==> src/rtl/t1_sim_ctrl_pkg.sv <==
// Shared types and constants for the simulation run controller.
// Holds the 3-bit FSM state encoding, the status codes reported on the status
// port, and the default counter width and drain length.
package t1_sim_ctrl_pkg;

  localparam int DEF_CNT_W        = 64;
  localparam int DEF_DRAIN_CYCLES = 16;

  typedef enum logic [2:0] {
    ST_IDLE  = 3'd0,
    ST_RUN   = 3'd1,
    ST_DRAIN = 3'd2,
    ST_PASS  = 3'd3,
    ST_FAIL  = 3'd4
  } state_e;

  localparam logic [7:0] STATUS_RUN       = 8'd0;
  localparam logic [7:0] STATUS_RETIRE_TO = 8'd1;
  localparam logic [7:0] STATUS_GLOBAL_TO = 8'd2;
  localparam logic [7:0] STATUS_PASS      = 8'd255;

endpackage

==> src/rtl/t1_sim_sat_counter.sv <==
// Saturating up-counter with synchronous clear (clear beats enable).
// Latency: value updates on the rising edge after clr_i/en_i; no backpressure.
// Ports: clk_i, rst_i (async active-high), clr_i, en_i, cnt_o (W bits).
module t1_sim_sat_counter
  import t1_sim_ctrl_pkg::*;
#(
  parameter int W = DEF_CNT_W
) (
  input  logic         clk_i,
  input  logic         rst_i,
  input  logic         clr_i,
  input  logic         en_i,
  output logic [W-1:0] cnt_o
);

  logic [W-1:0] cnt_q;
  logic [W-1:0] cnt_d;

  always_comb begin
    cnt_d = cnt_q;
    if (clr_i) begin
      cnt_d = '0;
    end else if (en_i && (cnt_q != '1)) begin
      cnt_d = cnt_q + W'(1);
    end
  end

  always_ff @(posedge clk_i or posedge rst_i) begin
    if (rst_i) begin
      cnt_q <= '0;
    end else begin
      cnt_q <= cnt_d;
    end
  end

  assign cnt_o = cnt_q;

endmodule

==> src/rtl/t1_sim_ctrl.sv <==
// Simulation run controller: IDLE->RUN on cfg, watches retire/global timeouts,
// waits for both completion pulses, drains DRAIN_CYCLES clocks, then PASS/FAIL.
// Latency: state/status visible one cycle after the deciding edge; no backpressure.
// Ports: clock, reset (async active-high); cfg_valid + cfg_* (latched in IDLE);
//   retire_valid, done_dpi, done_tb; outputs dump_enable, status, cycle, state.
module t1_sim_ctrl
  import t1_sim_ctrl_pkg::*;
#(
  parameter int CNT_W        = DEF_CNT_W,
  parameter int DRAIN_CYCLES = DEF_DRAIN_CYCLES
) (
  input  logic             clock,
  input  logic             reset,
  input  logic             cfg_valid,
  input  logic [CNT_W-1:0] cfg_timeout,
  input  logic [CNT_W-1:0] cfg_global_timeout,
  input  logic [CNT_W-1:0] cfg_dump_start,
  input  logic [CNT_W-1:0] cfg_dump_end,
  input  logic             retire_valid,
  input  logic             done_dpi,
  input  logic             done_tb,
  output logic             dump_enable,
  output logic [7:0]       status,
  output logic [CNT_W-1:0] cycle,
  output logic [2:0]       state
);

  state_e           state_q, state_d;
  logic [7:0]       status_q, status_d;
  logic [CNT_W-1:0] timeout_q, global_q, dump_start_q, dump_end_q;
  logic             dpi_seen_q, tb_seen_q;

  logic [CNT_W-1:0] cycle_cnt, since_cnt, drain_cnt;
  logic             start, active, in_run, in_drain;
  logic             global_hit, retire_hit, both_done, drain_last;

  assign in_run   = (state_q == ST_RUN);
  assign in_drain = (state_q == ST_DRAIN);
  assign active   = in_run || in_drain;
  assign start    = (state_q == ST_IDLE) && cfg_valid;

  assign global_hit = (global_q != '0) && (cycle_cnt == global_q);
  // A retire in the same cycle as the deadline rescues the run.
  assign retire_hit = (timeout_q != '0) && (since_cnt == timeout_q) && !retire_valid;
  // Either completion may arrive first; the current pulse counts as seen.
  assign both_done  = (dpi_seen_q || done_dpi) && (tb_seen_q || done_tb);
  assign drain_last = (drain_cnt == CNT_W'(DRAIN_CYCLES - 1));

  always_comb begin
    state_d  = state_q;
    status_d = status_q;
    unique case (state_q)
      ST_IDLE: begin
        if (cfg_valid) begin
          state_d  = ST_RUN;
          status_d = STATUS_RUN;
        end
      end
      ST_RUN: begin
        // Failures outrank completion; global outranks retire timeout.
        if (global_hit) begin
          state_d  = ST_FAIL;
          status_d = STATUS_GLOBAL_TO;
        end else if (retire_hit) begin
          state_d  = ST_FAIL;
          status_d = STATUS_RETIRE_TO;
        end else if (both_done) begin
          state_d  = ST_DRAIN;
        end
      end
      ST_DRAIN: begin
        if (global_hit) begin
          state_d  = ST_FAIL;
          status_d = STATUS_GLOBAL_TO;
        end else if (drain_last) begin
          state_d  = ST_PASS;
          status_d = STATUS_PASS;
        end
      end
      default: begin
        state_d  = state_q;
        status_d = status_q;
      end
    endcase
  end

  always_ff @(posedge clock or posedge reset) begin
    if (reset) begin
      state_q      <= ST_IDLE;
      status_q     <= STATUS_RUN;
      timeout_q    <= '0;
      global_q     <= '0;
      dump_start_q <= '0;
      dump_end_q   <= '0;
      dpi_seen_q   <= 1'b0;
      tb_seen_q    <= 1'b0;
    end else begin
      state_q  <= state_d;
      status_q <= status_d;
      if (start) begin
        timeout_q    <= cfg_timeout;
        global_q     <= cfg_global_timeout;
        dump_start_q <= cfg_dump_start;
        dump_end_q   <= cfg_dump_end;
        dpi_seen_q   <= 1'b0;
        tb_seen_q    <= 1'b0;
      end else if (in_run) begin
        if (done_dpi) dpi_seen_q <= 1'b1;
        if (done_tb)  tb_seen_q  <= 1'b1;
      end
    end
  end

  // The edge that enters FAIL does not advance cycle, so it freezes at the
  // value that tripped the global timeout.
  t1_sim_sat_counter #(.W(CNT_W)) u_cycle_cnt (
    .clk_i (clock),
    .rst_i (reset),
    .clr_i (start),
    .en_i  (active && (state_d != ST_FAIL)),
    .cnt_o (cycle_cnt)
  );

  t1_sim_sat_counter #(.W(CNT_W)) u_since_cnt (
    .clk_i (clock),
    .rst_i (reset),
    .clr_i (start || (in_run && retire_valid)),
    .en_i  (in_run),
    .cnt_o (since_cnt)
  );

  // Held at zero outside DRAIN so each DRAIN entry starts a fresh count.
  t1_sim_sat_counter #(.W(CNT_W)) u_drain_cnt (
    .clk_i (clock),
    .rst_i (reset),
    .clr_i (!in_drain),
    .en_i  (in_drain),
    .cnt_o (drain_cnt)
  );

  assign dump_enable = active && (cycle_cnt >= dump_start_q) &&
                       ((dump_end_q == '0) || (cycle_cnt < dump_end_q));
  assign status = status_q;
  assign cycle  = cycle_cnt;
  assign state  = state_q;

endmodule

==> config.mk <==
export PLATFORM = sky130hd
export DESIGN_NAME = t1_sim_ctrl
export DESIGN_NICKNAME = d
export VERILOG_FILES = /design/src/rtl/t1_sim_ctrl_pkg.sv /design/src/rtl/t1_sim_sat_counter.sv /design/src/rtl/t1_sim_ctrl.sv
export SDC_FILE = /design/constraint.sdc
export NUM_CORES = 2
export LEC_CHECK = 0
export BUFFER_PORTS_ARGS = -buffer_cell sky130_fd_sc_hd__buf_2
export CAP_MARGIN = 10
export CELL_PAD_IN_SITES_DETAIL_PLACEMENT = 2
export CELL_PAD_IN_SITES_GLOBAL_PLACEMENT = 2
export CORE_ASPECT_RATIO = 1.4
export CORE_MARGIN = 1.5
export CORE_UTILIZATION = 37
export CTS_BUF_LIST = sky130_fd_sc_hd__clkbuf_8
export DETAILED_ROUTE_END_ITERATION = 16
export PLACE_DENSITY = 0.84
export RECOVER_POWER = 25
export SLEW_MARGIN = 25
export SYNTH_ARGS = -nofsm -noshare
export SYNTH_HDL_FRONTEND = slang
export SYNTH_SLANG_ARGS = --single-unit
==> constraint.sdc <==
create_clock -name clock -period 16.8 [get_ports clock]
set_input_delay 1.68 -clock clock [delete_from_list [all_inputs] [get_ports clock]]
set_output_delay 1.68 -clock clock [all_outputs]
set_load 0.02 [all_outputs]
### Word level (Yosys, flattened, before mapping)

Index checks and enable logic that the tools add are counted.

* add/subtract/negate cells: 3
* order comparisons: 2
* equal/unequal tests: 13
* muxes and demuxes: 25
* reduce and logical (&&, ||, !) cells: 31

Operators with widths (number)
* 64-bit 2-to-1 mux: 6
* 64-bit by 1-bit adder with 64-bit output, second input constant: 3
* 64-bit inequality test, second input constant: 3
* 64-bit equality test: 2
* 64-bit nonzero test: 2
* 64-bit by 4-bit equality test with 1-bit output, second input constant: 1
* 64-bit >= comparator: 1
* 64-bit logical NOT: 1
* 64-bit < comparator: 1
* 8-bit 2-to-1 mux: 5
* 8-bit case mux with 3 select lines: 1
* 3-bit 2-to-1 mux: 6
* 1-bit logical AND: 12
* 2-bit nonzero test: 5
* 3-bit case mux with 3 select lines: 1
* 1-bit 2-to-1 mux: 6
* 3-bit by 1-bit inequality test with 1-bit output, second input constant: 2
* 1-bit logical OR: 5
* 2-bit AND reduction: 2
* 4-bit AND reduction: 1
* 3-bit by 1-bit equality test with 1-bit output, second input constant: 1
* 3-bit by 2-bit equality test with 1-bit output, second input constant: 1
* 3-bit logical NOT: 1
* 3-bit inequality test, second input constant: 1
* 4 further kinds: 4

* register bits: 461
* bits of input ports: 262

### Depth between registers and ports, before layout

* word-level depth: 11
* mapped depth: 13
* mapped depth without buffers: 11

### By module

Synthesis repeated with hierarchy kept, for this count alone.

* cells, all modules: 2973
* area total of the unflattened synthesis: 26171.4 um^2

By module, submodules not included
* t1_sim_ctrl: instances 1, cells an instance 1758, area each 15124.5 um^2, seq. area each 6606.3 um^2
* t1_sim_sat_counter: instances 3, cells an instance 405, area each 3682.3 um^2, seq. area each 1601.5 um^2

### Worst setup path after synthesis

OpenSTA, ideal clock, no wires.

* path type: reg2out
* start: register u_cycle_cnt.cnt_q[55] (netlist: u_cycle_cnt.cnt_o[55])
* end: output port dump_enable
* data arrival time: 2.627 ns
* data required time: 15.120 ns
* slack: 12.493 ns
* cell stages (with the launch flop): 11
* path through: dfrtp_1 -> ha_1 -> nand4_1 -> nor3_1 -> nand4_1 -> nor2_1 -> nand3_1 -> nor3_1 -> o21ai_0 -> a2111oi_0 -> a2bb2oi_1

* word-level cells in the longest chain between the ends: 3

RTL lines
* start: declaration: RTL line t1_sim_sat_counter.sv:16 `logic [W-1:0] cnt_q;`
* start signal: assignment: RTL line t1_sim_sat_counter.sv:32 `cnt_q <= cnt_d;`
* 64-bit >= comparator / 64-bit < comparator (equally long branches): RTL line t1_sim_ctrl.sv:141, t1_sim_ctrl.sv:142
* 1-bit logical AND / 1-bit logical OR (equally long branches): RTL line t1_sim_ctrl.sv:141, t1_sim_ctrl.sv:142
* 1-bit logical AND *: RTL line t1_sim_ctrl.sv:141 `assign dump_enable = active && (cycle_cnt >= dump_start_q) &&`
* end: declaration: RTL line t1_sim_ctrl.sv:22 `output logic dump_enable,`

Every way passes the cells marked *; elsewhere a longest branch is shown, timed or not.

==> results.cfg <==
[power]
pwr-share-seq = 0.453
p_sw_mw = 1.46
clkPwrFrac = 0.285
power.leakage_nw = 13.9
ir_drop_mv = 0.0546
combPwrFrac = 0.262
power_density_nw_per_um2 = 127
p_int_mw = 2.26
switching_share = 0.392

[drt]
first_pass_iters = 5
wl_per_cell_um = 26.4
vias = 23500
drc = 0
drtIter0Drc = 1481
routed_wirelength_mm = 108
vias_per_cell = 5.76
drt.antenna.violating_nets = 0

[logic_synthesis]
yosysSeqAreaShare = 0.456
yosysWarnings = 0
synth_fp_nets = 3238
post-synth-top-count-cell = nand2_1
netlist_top_cells_count = 609 x nand2_1, 456 x dfrtp_1, 177 x o21ai_0
yosys.cell_types.count = 63
synth_ff_type = dfrtp_1
synth_cells = 2846
ys_ff_latch = 456
synth.area.top_cells = dfrtp_1 46%, nand2_1 9.1%, ha_1 6.5%
async_reset_ff_frac = 1.00
synth.cell_area_um2 = 25000
avgSynthCellArea_um2 = 8.80
synth_edf_count = 0
synth_top_area_cell = dfrtp_1
synth_top_area_frac = 0.456

[global_routing]
track_usage = 0.312
antenna_found_initial = 2
gr-total-overflow = 0
busiest_layer = met2
grt_pass1_wl_mm = 165
grtUsageMet1 = 0.343
use_met3 = 0.0520
grt_pass1_vias = 26900
grt_max_degree = 264
use_met2 = 0.563

[clock_network]
clock_path_buffers = 3
insertion_delay_ns = 0.73
htreeDepth = 3
cts_resized = 0
cts_tree = yes
ctsHoldBuffers = 0
cts_buffers = 82
root_buffer = clkbuf_8
clkSinkCount = 456
cts.clk_slew.worst_paths_ns = 0.06
post_cts_buffers = 0

[die]
ios = 338
dieArea_um2 = 69300
start_util = 0.375
chipWidth_um = 223
rows = 112
die_y_um = 311
coreArea_um2 = 66800

[worst_setup_path]
worst-path-max-fanout = 138
slowest_stage = clkinvlp_2
worstSetupEndpointType = asynchronous set/reset pin
cp_cell_sequence = buf_2, clkinvlp_2, clkbuf_1, buf_4
cpPeakStageDelay_ns = 3.60
cp.arrival_ns = 8.97
path_class = input port to asynchronous set/reset pin
crit_path_start = reset
regToRegStartpoint = state[2]
required_ns = 17.52
cp-start-kind = input port

[final_layout]
syn2layout_area_growth_pct = 16.4
layout-drive-gt1-share = 0.158
fillers = 7460
nets = 3556
fin_cells = 4083

[sta]
setup_viol = 0
period_minus_slack_ns = 8.25
slew_headroom = -3.39
drv_slew = 265
fmax_mhz = 121
rsz0062_at_grt = no
finalSetupTns_ns = 0
hold_viol = 0
worst_hold_slack_ns = 0.513
finalCritPeriodShare = 0.491
tightestPinTransition_ns = 6.55
finClkSkew_ns = 0.0539

[placed_design]
place_inst = 3933
io_buffers = 337
dpl.hpwl_mm = 80.1
gp_congestion = 0.934

[status]
status = complete, but fails checks
violations = max-capacitance violations, max-slew violations

[worst_hold_path]
min_from = dump_start_q[0]
holdCritPathClass = flop to flop

[job]
maxCapViolCount = 3
## sequential cells by signal, summed over array words and instances (netlist names)
signal / cells
dump_start_q: 64
u_since_cnt.cnt_o: 64
state: 3
dpi_seen_q: 1
u_cycle_cnt.cnt_o: 64
timeout_q: 64
status: 3
u_drain_cnt.cnt_o: 64
tb_seen_q: 1
global_q: 64
dump_end_q: 64
## power groups by stage
stage,logic (mW),clock network [mW],registers (mW)
after global placement,0.882,0,1.67
final,0.971,1.06,1.68
after CTS,0.971,1.08,1.67
after floorplan,0.573,0,1.57
after global routing,1.08,1.13,1.70
after detailed placement,0.953,0,1.69
## per-stage QoR
| step | cell area [um2] | setup WS (ns) | util | power [mW] |
|---|---|---|---|---|
| after floorplan | 25000 | 2.41 | - | 2.15 |
| after global placement | 27500 | 11.43 | 0.411 | 2.55 |
| after detailed placement | 27500 | 11.31 | 0.411 | 2.64 |
| after CTS | 29100 | 10.84 | 0.435 | 3.73 |
| after global routing | 29100 | 7.38 | 0.436 | 3.91 |
| final | 29100 | 8.55 | 0.436 | 3.71 |
## worst paths after layout
kind / end / slack, ns / cells past startpoint
hold / removal: dump_start_q[0] / 0.51 / 2
setup / recovery: global_q[54] / 8.55 / 4
hold reg to reg: dump_start_q[0] / 0.51 / 2
min in group asynchronous: u_drain_cnt.cnt_o[57] / 3.06 / 2
setup reg to reg: u_cycle_cnt.cnt_o[44] / 11.47 / 9
max in group clock: dump_enable / 10.67 / 9
## critical path, delay by kind of cell
kind / cells / cell delay (ns)
buffers and inverters: 4 / 7.05
## cells by family (layout without fill, tap and decap cells)
| kind of cell | Yosys count | count (layout) | synth area share |
|---|---|---|---|
| simple gates | 1324 | 1324 | 0.255 |
| flops | 456 | 456 | 0.456 |
| compound gates | 432 | 432 | 0.102 |
| buf+inv | 285 | 665 | 0.0447 |
| xor+xnor | 215 | 215 | 0.0752 |
| fa+ha+maj | 130 | 130 | 0.0650 |
| mux | 4 | 4 | 0.00170 |
| other cells | 0 | 2 | 0 |
## metal layers
metal,vias to the layer above,share of wire
met2,703,0.52
met4,2,0.061
met5,-,0.00012
met3,271,0.045
met1,12100,0.38
li1,10500,-
## final cells by class
| class | count | area, um2 | area share |
|---|---|---|---|
| Antenna cell | 2 | 5.00 | 0.000172 |
| Clock buffer | 101 | 1390 | 0.0477 |
| Clock inverter | 45 | 214 | 0.00734 |
| Inverter | 157 | 591 | 0.0203 |
| Multi-Input combinational cell | 2105 | 12500 | 0.430 |
| Sequential cell | 456 | 11400 | 0.391 |
| Tap cell | 855 | 1070 | 0.0367 |
| Timing Repair Buffer | 362 | 1930 | 0.0661 |
## cells in the final DEF (no fill, tap or decap), types with 101 or more instances in the layout
cell type | Yosys | final
nand2_1 | 609 | 607
dfrtp_1 | 456 | 456
buf_2 | 7 | 336
inv_1 | 157 | 178
o21ai_0 | 177 | 176
xor2_1 | 166 | 166
nor2_1 | 165 | 165
ha_1 | 130 | 130
nor4_1 | 111 | 110
a21oi_1 | 107 | 107
nand4_1 | 106 | 106
clkbuf_8 | 0 | 101
Power figures use the tool's default switching activity.
